$ cat config.mk
export PLATFORM = sky130hd
export DESIGN_NAME = ins_decode_stage
export DESIGN_NICKNAME = d
export VERILOG_FILES = /design/src/rtl/cpu16_isa_pkg.sv /design/src/rtl/ins_decode_comb.sv /design/src/rtl/ins_decode_stage.sv
export SDC_FILE = /design/constraint.sdc
export NUM_CORES = 1
export LEC_CHECK = 0
export CAP_MARGIN = 20
export CORE_ASPECT_RATIO = 0.8
export CORE_MARGIN = 5
export CORE_UTILIZATION = 52
export CTS_BUF_LIST = sky130_fd_sc_hd__clkbuf_16
export CTS_CLUSTER_SIZE = 14
export DETAILED_ROUTE_END_ITERATION = 10
export GPL_TIMING_DRIVEN = 0
export HOLD_SLACK_MARGIN = 0.08
export PLACE_DENSITY = 0.87
export SLEW_MARGIN = 30
export SYNTH_ARGS = -nofsm -noshare
export SYNTH_HDL_FRONTEND = slang
export SYNTH_HIERARCHICAL = 1
export SYNTH_SLANG_ARGS = --single-unit
export TNS_END_PERCENT = 1
$ cat constraint.sdc
create_clock -name clk -period 2.24 [get_ports clk]
set_clock_uncertainty 0.15 [all_clocks]
set_input_delay 0.224 -clock clk [delete_from_list [all_inputs] [get_ports clk]]
set_output_delay 0.224 -clock clk [all_outputs]
set_load 0.05 [all_outputs]
$ cat src/rtl/cpu16_isa_pkg.sv
// cpu16_isa_pkg: shared ISA encodings, ALU codes and the decoded micro-op type
package cpu16_isa_pkg;
  localparam logic [3:0] OP_RR  = 4'b0000;
  localparam logic [3:0] OP_AND = 4'b0001;
  localparam logic [3:0] OP_OR  = 4'b0010;
  localparam logic [3:0] OP_XOR = 4'b0011;
  localparam logic [3:0] OP_ADD = 4'b0101;
  localparam logic [3:0] OP_SUB = 4'b1001;
  localparam logic [3:0] OP_CMP = 4'b1011;
  localparam logic [3:0] OP_MOV = 4'b1101;
  // Reg-reg op_ex values reuse the immediate-form opcode values.
  localparam logic [3:0] EX_AND = OP_AND;
  localparam logic [3:0] EX_OR  = OP_OR;
  localparam logic [3:0] EX_XOR = OP_XOR;
  localparam logic [3:0] EX_ADD = OP_ADD;
  localparam logic [3:0] EX_SUB = OP_SUB;
  localparam logic [3:0] EX_CMP = OP_CMP;
  localparam logic [3:0] EX_MOV = OP_MOV;
  localparam logic [3:0] ALU_ADD = 4'b0100;
  localparam logic [3:0] ALU_SUB = 4'b0101;
  localparam logic [3:0] ALU_CMP = 4'b1111;
  localparam logic [3:0] ALU_AND = 4'b1000;
  localparam logic [3:0] ALU_OR  = 4'b1010;
  localparam logic [3:0] ALU_XOR = 4'b0000;
  localparam logic [3:0] ALU_MOV = 4'b0111;
  localparam logic [3:0] ALU_NOP = 4'b0000;
  // The immediate is kept as the raw 8-bit field plus an extension mode so the
  // stored micro-op is independent of the datapath width; extension happens at the output.
  typedef struct packed {
    logic [3:0] alu;
    logic       arith_mux;
    logic [3:0] rdest;
    logic [3:0] rsrc;
    logic [7:0] imm;
    logic       imm_sext;
    logic       wr_en;
    logic       flags_en;
    logic       illegal;
  } uop_t;
  // Returns {legal, alu_code} for an operation code (op or op_ex).
  function automatic logic [4:0] alu_lookup(input logic [3:0] code);
    case (code)
      OP_ADD:  return {1'b1, ALU_ADD};
      OP_SUB:  return {1'b1, ALU_SUB};
      OP_CMP:  return {1'b1, ALU_CMP};
      OP_AND:  return {1'b1, ALU_AND};
      OP_OR:   return {1'b1, ALU_OR};
      OP_XOR:  return {1'b1, ALU_XOR};
      OP_MOV:  return {1'b1, ALU_MOV};
      default: return {1'b0, ALU_NOP};
    endcase
  endfunction
  function automatic logic is_arith(input logic [3:0] code);
    return code == OP_ADD || code == OP_SUB || code == OP_CMP;
  endfunction
endpackage

$ cat src/rtl/ins_decode_comb.sv
// ins_decode_comb: combinational 16-bit instruction to micro-op decoder
//   instruction : op[15:12] rdest[11:8] op_ex[7:4] rsrc/immLow[3:0]
//   uop         : decoded micro-op (raw 8-bit immediate plus extension mode)
module ins_decode_comb
  import cpu16_isa_pkg::*;
#(
  parameter bit SEXT_LOGIC = 1'b0
) (
  input  logic [15:0] instruction,
  output uop_t        uop
);
  logic       rr;
  logic       legal;
  logic [3:0] code;
  logic [3:0] alu;
  always_comb begin
    rr = instruction[15:12] == OP_RR;
    code = rr ? instruction[7:4] : instruction[15:12];
    {legal, alu} = alu_lookup(code);
    uop = '0;
    uop.alu = alu;
    uop.arith_mux = legal && !rr;
    uop.rdest = instruction[11:8];
    uop.rsrc = instruction[3:0];
    uop.imm = (legal && !rr) ? instruction[7:0] : 8'h00;
    uop.imm_sext = is_arith(code) || SEXT_LOGIC;
    uop.wr_en = legal && code != OP_CMP;
    uop.flags_en = legal && is_arith(code);
    uop.illegal = !legal;
  end
endmodule

$ cat src/rtl/ins_decode_stage.sv
// ins_decode_stage: registered valid/ready decode stage with a one-entry skid buffer
//   clk, rst_n (async active-low), flush (sync)
//   in_valid/in_ready/instruction : fetch side
//   out_valid/out_ready           : issue side handshake
//   alu_out, arith_mux, rdest, rsrc, imm, wr_en, flags_en, illegal : decoded micro-op
module ins_decode_stage
  import cpu16_isa_pkg::*;
#(
  parameter int DATA_W     = 16,
  parameter int REG_AW     = 4,
  parameter bit SEXT_LOGIC = 1'b0
) (
  input  logic              clk,
  input  logic              rst_n,
  input  logic              flush,
  input  logic              in_valid,
  output logic              in_ready,
  input  logic [15:0]       instruction,
  output logic              out_valid,
  input  logic              out_ready,
  output logic [3:0]        alu_out,
  output logic              arith_mux,
  output logic [REG_AW-1:0] rdest,
  output logic [REG_AW-1:0] rsrc,
  output logic [DATA_W-1:0] imm,
  output logic              wr_en,
  output logic              flags_en,
  output logic              illegal
);
  uop_t dec_uop;
  uop_t main_q, main_d, skid_q, skid_d;
  logic main_v_q, main_v_d, skid_v_q, skid_v_d;
  logic acc, load_main;
  ins_decode_comb #(.SEXT_LOGIC(SEXT_LOGIC)) u_dec (
    .instruction(instruction),
    .uop        (dec_uop)
  );
  always_comb begin
    acc = in_valid && !skid_v_q;
    // Main can take a new entry when it is empty or being consumed this cycle.
    load_main = !main_v_q || out_ready;
    main_v_d = flush ? 1'b0 : load_main ? (skid_v_q || acc) : 1'b1;
    skid_v_d = flush ? 1'b0 : load_main ? 1'b0 : (skid_v_q || acc);
    main_d = (flush || !load_main) ? main_q : skid_v_q ? skid_q : acc ? dec_uop : main_q;
    skid_d = (!flush && !load_main && acc) ? dec_uop : skid_q;
  end
  always_ff @(posedge clk or negedge rst_n) begin
    if (!rst_n) begin
      main_v_q <= 1'b0;
      skid_v_q <= 1'b0;
      main_q <= '0;
      skid_q <= '0;
    end else begin
      main_v_q <= main_v_d;
      skid_v_q <= skid_v_d;
      main_q <= main_d;
      skid_q <= skid_d;
    end
  end
  assign in_ready = !skid_v_q;
  assign out_valid = main_v_q;
  assign alu_out = main_q.alu;
  assign arith_mux = main_q.arith_mux;
  assign rdest = main_q.rdest[REG_AW-1:0];
  assign rsrc = main_q.rsrc[REG_AW-1:0];
  assign imm = main_q.imm_sext ? DATA_W'($signed(main_q.imm)) : DATA_W'(main_q.imm);
  assign wr_en = main_q.wr_en;
  assign flags_en = main_q.flags_en;
  assign illegal = main_q.illegal;
endmodule

==> impl_metrics.yaml <==
floorplanning:
  start_util_pct: 53.5
  die_area_mm2: 0.00720
  die_w_um: 93.6
  pin_count: 55
  rows: 24
  core_mm2: 0.00544
  dieHeight_um: 76.9
synth:
  ys_types: 39
  synthTopCellsByArea: "dfrtp_1, mux2_2, buf_4"
  synth_most_common_cell: "mux2_2"
  synth_common_cells: "mux2_2, dfrtp_1, buf_4"
  synthesis.nets: 253
  synth_area_mm2: 0.00291
  avgSynthCellArea_um2: 12.5
  yosysTopAreaCell: "dfrtp_1"
  ys_ff_latch: 52
  synthArstFlopShare_pct: 100
  seq_area_frac_synth_pct: 44.8
  synth_edf_count: 0
  synth_warnings: 6
  synth_top_area_share_pct: 44.8
  synth_cells: 232
  synth_flop_cell: "dfrtp_1"
grt:
  busiest_layer: "met2"
  grt_start_max_net_pins: 31
  gr-total-overflow: 0
  grt_pass1_vias: 2001
  use_met1_pct: 22.4
  antenna_found_initial: 0
  met2_usage_pct: 27.3
  grt_pass1_wl_um: 9590
  met3_usage_pct: 3.52
  track_usage_pct: 16.4
critical_path:
  cp-start-kind: "input port"
  crit_required_ns: 2.27
  reg2regPathDepth: 4
  crit_fanout: 6
  arrival_ns: 2.21
  end_kind: "flip-flop"
  path_class: "input port to flip-flop"
sta:
  fmax_mhz: 458
  timing.final.ws_setup_ns: 0.0563
  min_period_over_period_pct: 97.5
  rsz0062_at_grt: "false"
  hold_viol: 0
  timing_worst_slew_pin_value_ns: 0.598
  slew_violations: 0
  setup_viol: 0
  layout_min_cycle_time_ns: 2.18
  max-slew-margin-rel_pct: 59.9
cells_and_area:
  final_area_mm2: 0.00370
  final_cell_count_no_fill: 372
  fin_util_pct: 68.0
  n_antenna_cell: 0
  fin_nets: 314
  fillers: 414
  synthToLayoutAreaGrowth_pct: 27.2
  drive_above_1_share_pct: 50.3
place:
  placed_cells: 360
  dpl.hpwl_um: 4210
  place_area_mm2: 0.00351
  port_buffers: 49
  pre_cts_slack_ns: -0.162
  gp_congestion: 0.971
pwr:
  finalPower_mw: 3.02
  peakVddDrop_mv: 0.463
  cellLeakagePower_nw: 1.65
  p_per_area_mw_per_mm2: 816
min_path:
  timing.hold.worst.class: "input port to asynchronous set/reset pin"
clocking:
  tritoncts: "done"
  htree_levels: 2
  clkTransAtPathRegs_ns: 0.07
  cts_made_buffers: 5
  clockBufferDepth: 2
  cts-root-buf: "clkbuf_16"
  postCtsSetupRepairBufs: 0
  clk_latency_ns: 0.29
  cts_num_sinks: 52
route:
  routed_via_density: 5.26
  drt_iter0_drc: 144
  firstDrtPassIters: 4
  ant_nets: 0
  drc_errors: 0
  routed_wl_um: 5910
  wl_per_cell_um: 15.9
  vias: 1957
run_status:
  outcome: "complete, no violations"
flow_run:
  maxCapViolCount: 0
[flip-flops by register name, indices dropped and copies added (netlist names)]
signal and count:
main_q 9, flags_en 1, rsrc 4, illegal 1, rdest 4, alu_out 4
arith_mux 1, out_valid 1, wr_en 1, skid_v_q 1, skid_q 25
[where the power goes]
group	internal [mW]	switching, mW	leakage [nW]
sequential	1.12	0.0948	0.656
clock	0.418	0.351	0.0742
combinational	0.479	0.549	0.914
total	2.02	0.995	1.65
[worst paths after layout]
kind / from / end / slack [ns]
min in group clk: main_q[3]$_DFFE_PN0P_ / main_q[3]$_DFFE_PN0P_ / 0.35
setup reg to reg: skid_v_q$_DFF_PN0_ / skid_q[7]$_DFFE_PN0P_ / 0.23
hold / removal: rst_n / rdest[3]$_DFFE_PN0P_ / 0.22
max in group asynchronous: rst_n / skid_q[22]$_DFFE_PN0P_ / 1.27
setup / recovery: instruction[4] / illegal$_DFFE_PN0P_ / 0.06
hold reg to reg: main_q[3]$_DFFE_PN0P_ / main_q[3]$_DFFE_PN0P_ / 0.35
[worst max-delay path, stage by stage]
cell and delay, ns:
clkdlybuf4s50_1 0.62, nor2b_2 0.35, a32oi_2 0.22, o22ai_1 0.22, a21oi_2 0.06, mux2_2 0.25, mux2_2 0.26
[repair_timing]
item,4_1_cts,5_1_grt
hold buffers,5,0
hold endpoints to repair,56,0
setup endpoints to repair,8,3
pin swaps,0,0
resized for setup,7,1
[area by class of cell]
cell class                 count  area (um2)  area share [%]
clock buffer                   5         125            3.38
multi-input combinational    132        1260            34.1
sequential                    52        1300            35.2
inverter                       4        15.0           0.406
clock inverter                 3        22.5           0.609
timing repair buffer          55         541            14.6
tap                           78        97.6            2.64
buffer                        43         334            9.04
[metal layers]
metal,wire (um),up-vias,share of wire (%)
met5,0,-,0
met4,38,0,0.64
met3,362,8,6.1
met2,2920,73,49
met1,2590,970,44
li1,-,906,-
[metrics by stage]
stage / hold WS, ns / setup TNS, ns
global placement: 0.317 / -38.33
finish: 0.216 / 0
global route: 0.242 / 0
floorplan: -0.222 / 0
detailed placement: -0.00891 / -0.746
CTS: 0.231 / 0
[layout by cell type (no fill, tap or decap), types with 2 or more instances in the layout]
| cell type | Yosys | layout |
|---|---|---|
| mux2_2 | 75 | 75 |
| dfrtp_1 | 52 | 52 |
| buf_4 | 38 | 46 |
| clkdlybuf4s50_1 | 0 | 41 |
| and2_1 | 8 | 8 |
| nor2_1 | 5 | 5 |
| a21oi_1 | 5 | 5 |
| clkbuf_16 | 0 | 5 |
| dlygate4sd3_1 | 0 | 5 |
| buf_6 | 4 | 4 |
| nor3_1 | 3 | 3 |
| inv_1 | 3 | 3 |
| nand2_1 | 3 | 3 |
| o22ai_1 | 3 | 3 |
| a31oi_1 | 2 | 2 |
| o21ai_0 | 2 | 2 |
| a21oi_2 | 2 | 2 |
| a31o_2 | 2 | 2 |
[logic make-up (layout without fill, tap and decap cells)]
logic type	Yosys count	after routing	share of synthesized area (%)
buffers and inverters	48	110	12.1
XOR/XNOR	1	1	0.301
AO/OA/AOI/OAI	23	23	5.38
AND/OR/NAND/NOR	31	31	7.66
flip-flops	52	52	44.8
multiplexers	77	77	29.8
Note: power is estimated with default switching activity, not from simulation.
==> variant 1: new RTL, same flow settings <==
`SEXT_LOGIC` is set to 1'b0 in 2 places; all go to 1'b1.
--- a/src/rtl/ins_decode_comb.sv
+++ b/src/rtl/ins_decode_comb.sv
@@ -6,3 +6,3 @@
 #(
-  parameter bit SEXT_LOGIC = 1'b0
+  parameter bit SEXT_LOGIC = 1'b1
 ) (
--- a/src/rtl/ins_decode_stage.sv
+++ b/src/rtl/ins_decode_stage.sv
@@ -10,3 +10,3 @@
   parameter int REG_AW     = 4,
-  parameter bit SEXT_LOGIC = 1'b0
+  parameter bit SEXT_LOGIC = 1'b1
 ) (
Behaviour: not the same (a bounded check fails within 4 cycles, from zero or initial values and one cycle with rst_n low).
==> variant 1 against the unedited design <==
The run now ends with negative setup slack left; routed wire length shrank 2.4%; synthesized area shrank 0.34%; die area shrank 0.30%; cell count grew 0.54%; setup slack lost 0.084 ns; power shrank 0.59%; synthesized cell count shrank 0.43%; count of clock-buffer cells in the layout is the same; cell area grew 1.9%; sequential cell count is the same; maximum frequency shrank 3.7%; non-clock buffer count grew 4; highest routed layer unchanged.
==> variant 1: results (changes against the unedited design) <==
logic_synthesis:
  synth-seq-area-share_pct: 44.9  # +0.15 points
  synth_top_flop_cell: "dfrtp_1"
  async_flop_share_pct: 100  # unchanged
  synth_commonest_cells: "mux2_2 (74), dfrtp_1 (52), buf_4 (38), and2_1 (8), nor2_1 (6)"
  avgSynthCellArea_sq_um: 12.5  # about the same
  netlist_top_cells_area: "dfrtp_1 (45%), mux2_2 (29%), buf_4 (9.8%), and2_1 (1.7%), buf_6 (1.6%)"
  syn_nets: 252  # -0.40%
  ys_types: 39  # unchanged
  yosysWarnings: 6  # unchanged
placed_design:
  io_buffer_count: 49  # unchanged
  pre_cts_ws_ns: -0.559  # -0.398 ns
  place.gp.congestion: 0.864  # -11%
  dp_hpwl_um: 4070  # -3.3%
  place_inst: 359  # -0.28%
  place_area_sq_um: 3500  # -0.28%
run_status:
  failed_checks: "negative setup slack"
  status: "complete, but fails checks"
clock_network:
  clkTransAtPathRegs_ns: 0.07  # about the same
  htreeDepth: 2  # unchanged
  cts_root_buffer: "clkbuf_16"
  clock_latency_ns: 0.29  # about the same
  numCtsBuffers: 5  # unchanged
  clk_path_buf_depth: 2  # unchanged
global_routing:
  use_met2_pct: 27.0  # -0.29 points
  grt_pass1_wl_um: 9780  # +1.9%
  grtUsageMet1_pct: 22.7  # +0.23 points
  grt_pass1_vias: 2026  # +1.2%
  gr-usage-all-layers_pct: 16.8  # +0.39 points
  use_met3_pct: 3.62  # +0.098 points
  antenna_found_initial: 0  # unchanged
  grt_max_degree: 38  # +23%
setup_path:
  cp_data_arrival_time_ns: 2.29  # +0.08 ns
  r2r_cells: 4  # unchanged
  crit_fanout: 10  # +4
  ff2ff_setup_slack_ns: 0.29  # +0.06 ns
final_layout:
  drive_above_1_share_pct: 51.7  # +1.3 points
  nNetsFinal: 316  # +0.64%
  reg_top3: "skid_q: 25 flops, main_q: 9 flops"
  n_antenna_cell: 0  # unchanged
  fin_cells: 374  # +0.54%
  nFillCells: 415  # +0.24%
route:
  num_vias: 1906  # -2.6%
  drtIter0Drc: 160  # +11%
  totalWireLength_um: 5770  # -2.4%
  firstDrtPassIters: 4  # unchanged
pwr:
  powerDensity_nw_per_um2: 796  # -2.5%
  ir_worst_vdd_v: 0.000603  # +30%
  p_leak_uw: 0.00172  # +4.6%
sta:
  final.setup.tns_ns: -0.0664  # -0.0664 ns
  slew_violations: 0  # unchanged
  fin_hold_ws_ns: 0.185  # -0.0316 ns
  setup_viol: 7  # +7
  slew_headroom_pct: 59.8  # -0.19 points
  fin_ws_ns: -0.0274  # -0.0837 ns
min_path:
  holdCritPathClass: "in2async"
-- variant 1: cell types whose count changed after synthesis, sizes merged, moves of 2 or more --
cell	before	now
a21oi	7	2
nand2	3	5
nor2b	2	0
o22ai	3	1
-- variant 1: cell families after synthesis --
kind of cell | count (synthesis) | share of synthesized area [%]
mux | 75 | 29.1
flops | 52 | 44.9
buf+inv | 50 | 12.4
simple gates | 34 | 8.16
compound gates | 18 | 4.92
xor+xnor | 1 | 0.302
other cells | 1 | 0.129
-- variant 1: routing by layer --
layer	part of all wire (%)	wire [um]
met2	49	2820
met1	46	2680
met5	0	0
met3	3.6	210
met4	1.1	63
-- variant 1: critical path: stages --
cell and delay (ns):
clkdlybuf4s50_1 0.42, buf_2 0.21, nor4b_4 0.27, a22o_2 0.23, a211oi_4 0.05, buf_4 0.19, and2_1 0.17, mux2_2 0.26
mux2_2 0.26
-- variant 1: report_power, final --
group	internal [uW]	total (uW)	switching, uW
sequential	1120	1210	92.0
combinational	493	1060	569
clock	403	723	320
total	2020	3000	981
-- variant 1: timing repair --
| action | 4_1_cts | 5_1_grt |
|---|---|---|
| buffers inserted | 0 | 2 |
| setup endpoints to repair | 21 | 21 |
| gates resized for setup | 17 | 10 |
| hold buffers | 5 | 0 |
| hold endpoints to repair | 56 | 0 |
| pin swaps | 1 | 3 |
-- variant 1: worst paths after layout --
path	endpoint	start
min in group clk	skid_q[21]	instruction[13]
min reg2reg	arith_mux	arith_mux
max	main_q[4]	instruction[14]
max in group asynchronous	skid_q[18]	rst_n
max reg2reg	skid_q[9]	skid_v_q
min	main_q[5]	rst_n
-- variant 1: area by class of cell --
type	instances	share of cell area [%]
timing repair buffer	57	14.8
sequential	52	34.5
clock buffer	5	3.32
inverter	5	0.498
multi-input combinational	129	34.9
tap	78	2.59
clock inverter	3	0.299
buffer	45	9.13
==> variant 2: new RTL, same flow settings <==
Without the edit above. Make the reset (`rst_n`) synchronous in one clocked block. Comments in the files are not updated.
--- a/src/rtl/ins_decode_stage.sv
+++ b/src/rtl/ins_decode_stage.sv
@@ -46,3 +46,3 @@
   end
-  always_ff @(posedge clk or negedge rst_n) begin
+  always_ff @(posedge clk) begin
     if (!rst_n) begin
Function: differs if rst_n is asserted again (counterexample within 4 cycles, from zero or initial values and one cycle with rst_n low); with rst_n held inactive, the same outputs for 10 cycles.
==> variant 2 against the unedited design <==
Synthesized area rose by 2.6%; cell count rose by 24%; sequential cell count did not move; worst hold slack improved by 0.019 ns; routed wire length rose by 18%; first-iteration DRC count rose by 16%; cell area rose by 0.85%; register-to-register slack improved by 0.34 ns; setup slack improved by 0.069 ns.
Power is not compared: it rests on default switching activity, and its combinational part moved more than twofold at a synthesized area within 25%.
==> variant 2: results (changes against the unedited design) <==
run_status:
  status: "completed"
pwr:
  ir_worst_vdd_v: 0.000289
  p_leak_uw: 0.00165
global_routing:
  grt_pass1_vias: 2565  # +28%
  grt_max_degree: 15  # -52%
  use_met2_pct: 31.9  # +4.7 points
  gr-usage-all-layers_pct: 20.5  # +4.0 points
  grtUsageMet1_pct: 27.4  # +5.0 points
  grt_pass1_wl_um: 12100  # +26%
  antenna_found_initial: 0  # unchanged
  use_met3_pct: 3.77  # +0.25 points
clock_network:
  cts_root_buffer: "clkbuf_16"
  clock_latency_ns: 0.29  # about the same
  clkTransAtPathRegs_ns: 0.06
  clk_path_buf_depth: 2  # unchanged
  htreeDepth: 2  # unchanged
route:
  wl_met1_um: 3130  # +21%
  drtIter0Drc: 167  # +16%
  wl_met2_um: 3350  # +15%
  num_vias: 2499  # +28%
  met3_length_um: 325  # -10%
  avgRoutedWirePerCell_um: 15.1  # -5.0%
logic_synthesis:
  synth-seq-area-share_pct: 34.9  # -9.9 points
  async_flop_share_pct: 0  # -100 points
  netlist_top_cells_area: "dfxtp_1 (35%), mux2i_1 (17%), buf_4 (9.3%), o211a_1 (8.4%), nand2_1 (6.7%)"
  postSynthCellCount: 324  # +40%
  synth_commonest_cells: "nand2_1 (53), dfxtp_1 (52), mux2i_1 (51), buf_4 (37)"
  ys_types: 44  # +13%
  syn_nets: 345  # +36%
final_layout:
  nNetsFinal: 405  # +29%
  drive_above_1_share_pct: 20.1  # -30 points
  fin_cells: 462  # +24%
  syn2layout_area_growth_pct: 25.0
  nFillCells: 445  # +7.5%
placed_design:
  place_area_sq_um: 3570  # +1.6%
  pre_cts_ws_ns: -0.155  # +0.00627 ns
  place.gp.congestion: 0.900  # -7.3%
  dp_hpwl_um: 5110  # +21%
  io_buffer_count: 49  # unchanged
  place_inst: 451  # +25%
min_path:
  holdCritPathClass: "in2reg"
  min_path_cells: 5
setup_path:
  cp_data_arrival_time_ns: 2.20
  r2r_cells: 5  # +1
  crit_slowest_cell: "clkdlybuf4s50_1"
sta:
  hold_viol: 0  # unchanged
  worst_slew_pin_slew_ns: 0.548  # -0.0504 ns
[variant 2: cell families (layout without fill, tap and decap cells)]
| group | Yosys count | count (layout) | synth area share, % |
|---|---|---|---|
| mux | 52 | 52 | 17.5 |
| xor+xnor | 1 | 1 | 0.294 |
| flops | 52 | 52 | 34.9 |
| compound gates | 49 | 49 | 14.0 |
| simple gates | 106 | 106 | 17.7 |
| buf+inv | 64 | 124 | 15.7 |
[variant 2: area by class of cell]
class	count	share of cell area (%)
timing repair buffer	53	13.8
multi-input combinational	208	39.5
sequential	52	27.9
inverter	4	0.403
tap	78	2.62
buffer	60	12.1
clock buffer	5	3.36
clock inverter	2	0.235
[variant 2: worst max-delay path, delay by kind of cell]
kind,cells,cell delay (ns)
AOI/OAI and AO/OA,3,0.44
and+or+nand+nor,3,0.76
muxes,1,0.13
buffers and inverters,1,0.63
[variant 2: final timing paths]
check,startpoint,slack [ns],end
worst max-delay path,instruction[4],0.12,alu_out[3]
worst min-delay path,instruction[12],0.24,skid_q[0]
worst max register to register,skid_v_q,0.57,main_q[10]
worst min register to register,skid_q[0],0.31,skid_q[0]
[variant 2: power by group through the flow]
| stage | Clock (uW) | Combinational, uW | Sequential [uW] |
|---|---|---|---|
| 2_1_floorplan | 0 | 325 | 1010 |
| 3_3_place_gp | 0 | 480 | 998 |
| 3_5_place_dp | 0 | 490 | 999 |
| 4_1_cts | 733 | 497 | 979 |
| 5_1_grt | 782 | 534 | 982 |
| 6_report | 722 | 496 | 979 |
[variant 2: repair_timing]
item                       4_1_cts  5_1_grt
setup endpoints to repair        8        1
hold buffers                     4        0
setup buffers                    0        0
resized for setup                8        1
hold endpoints to repair         4        0
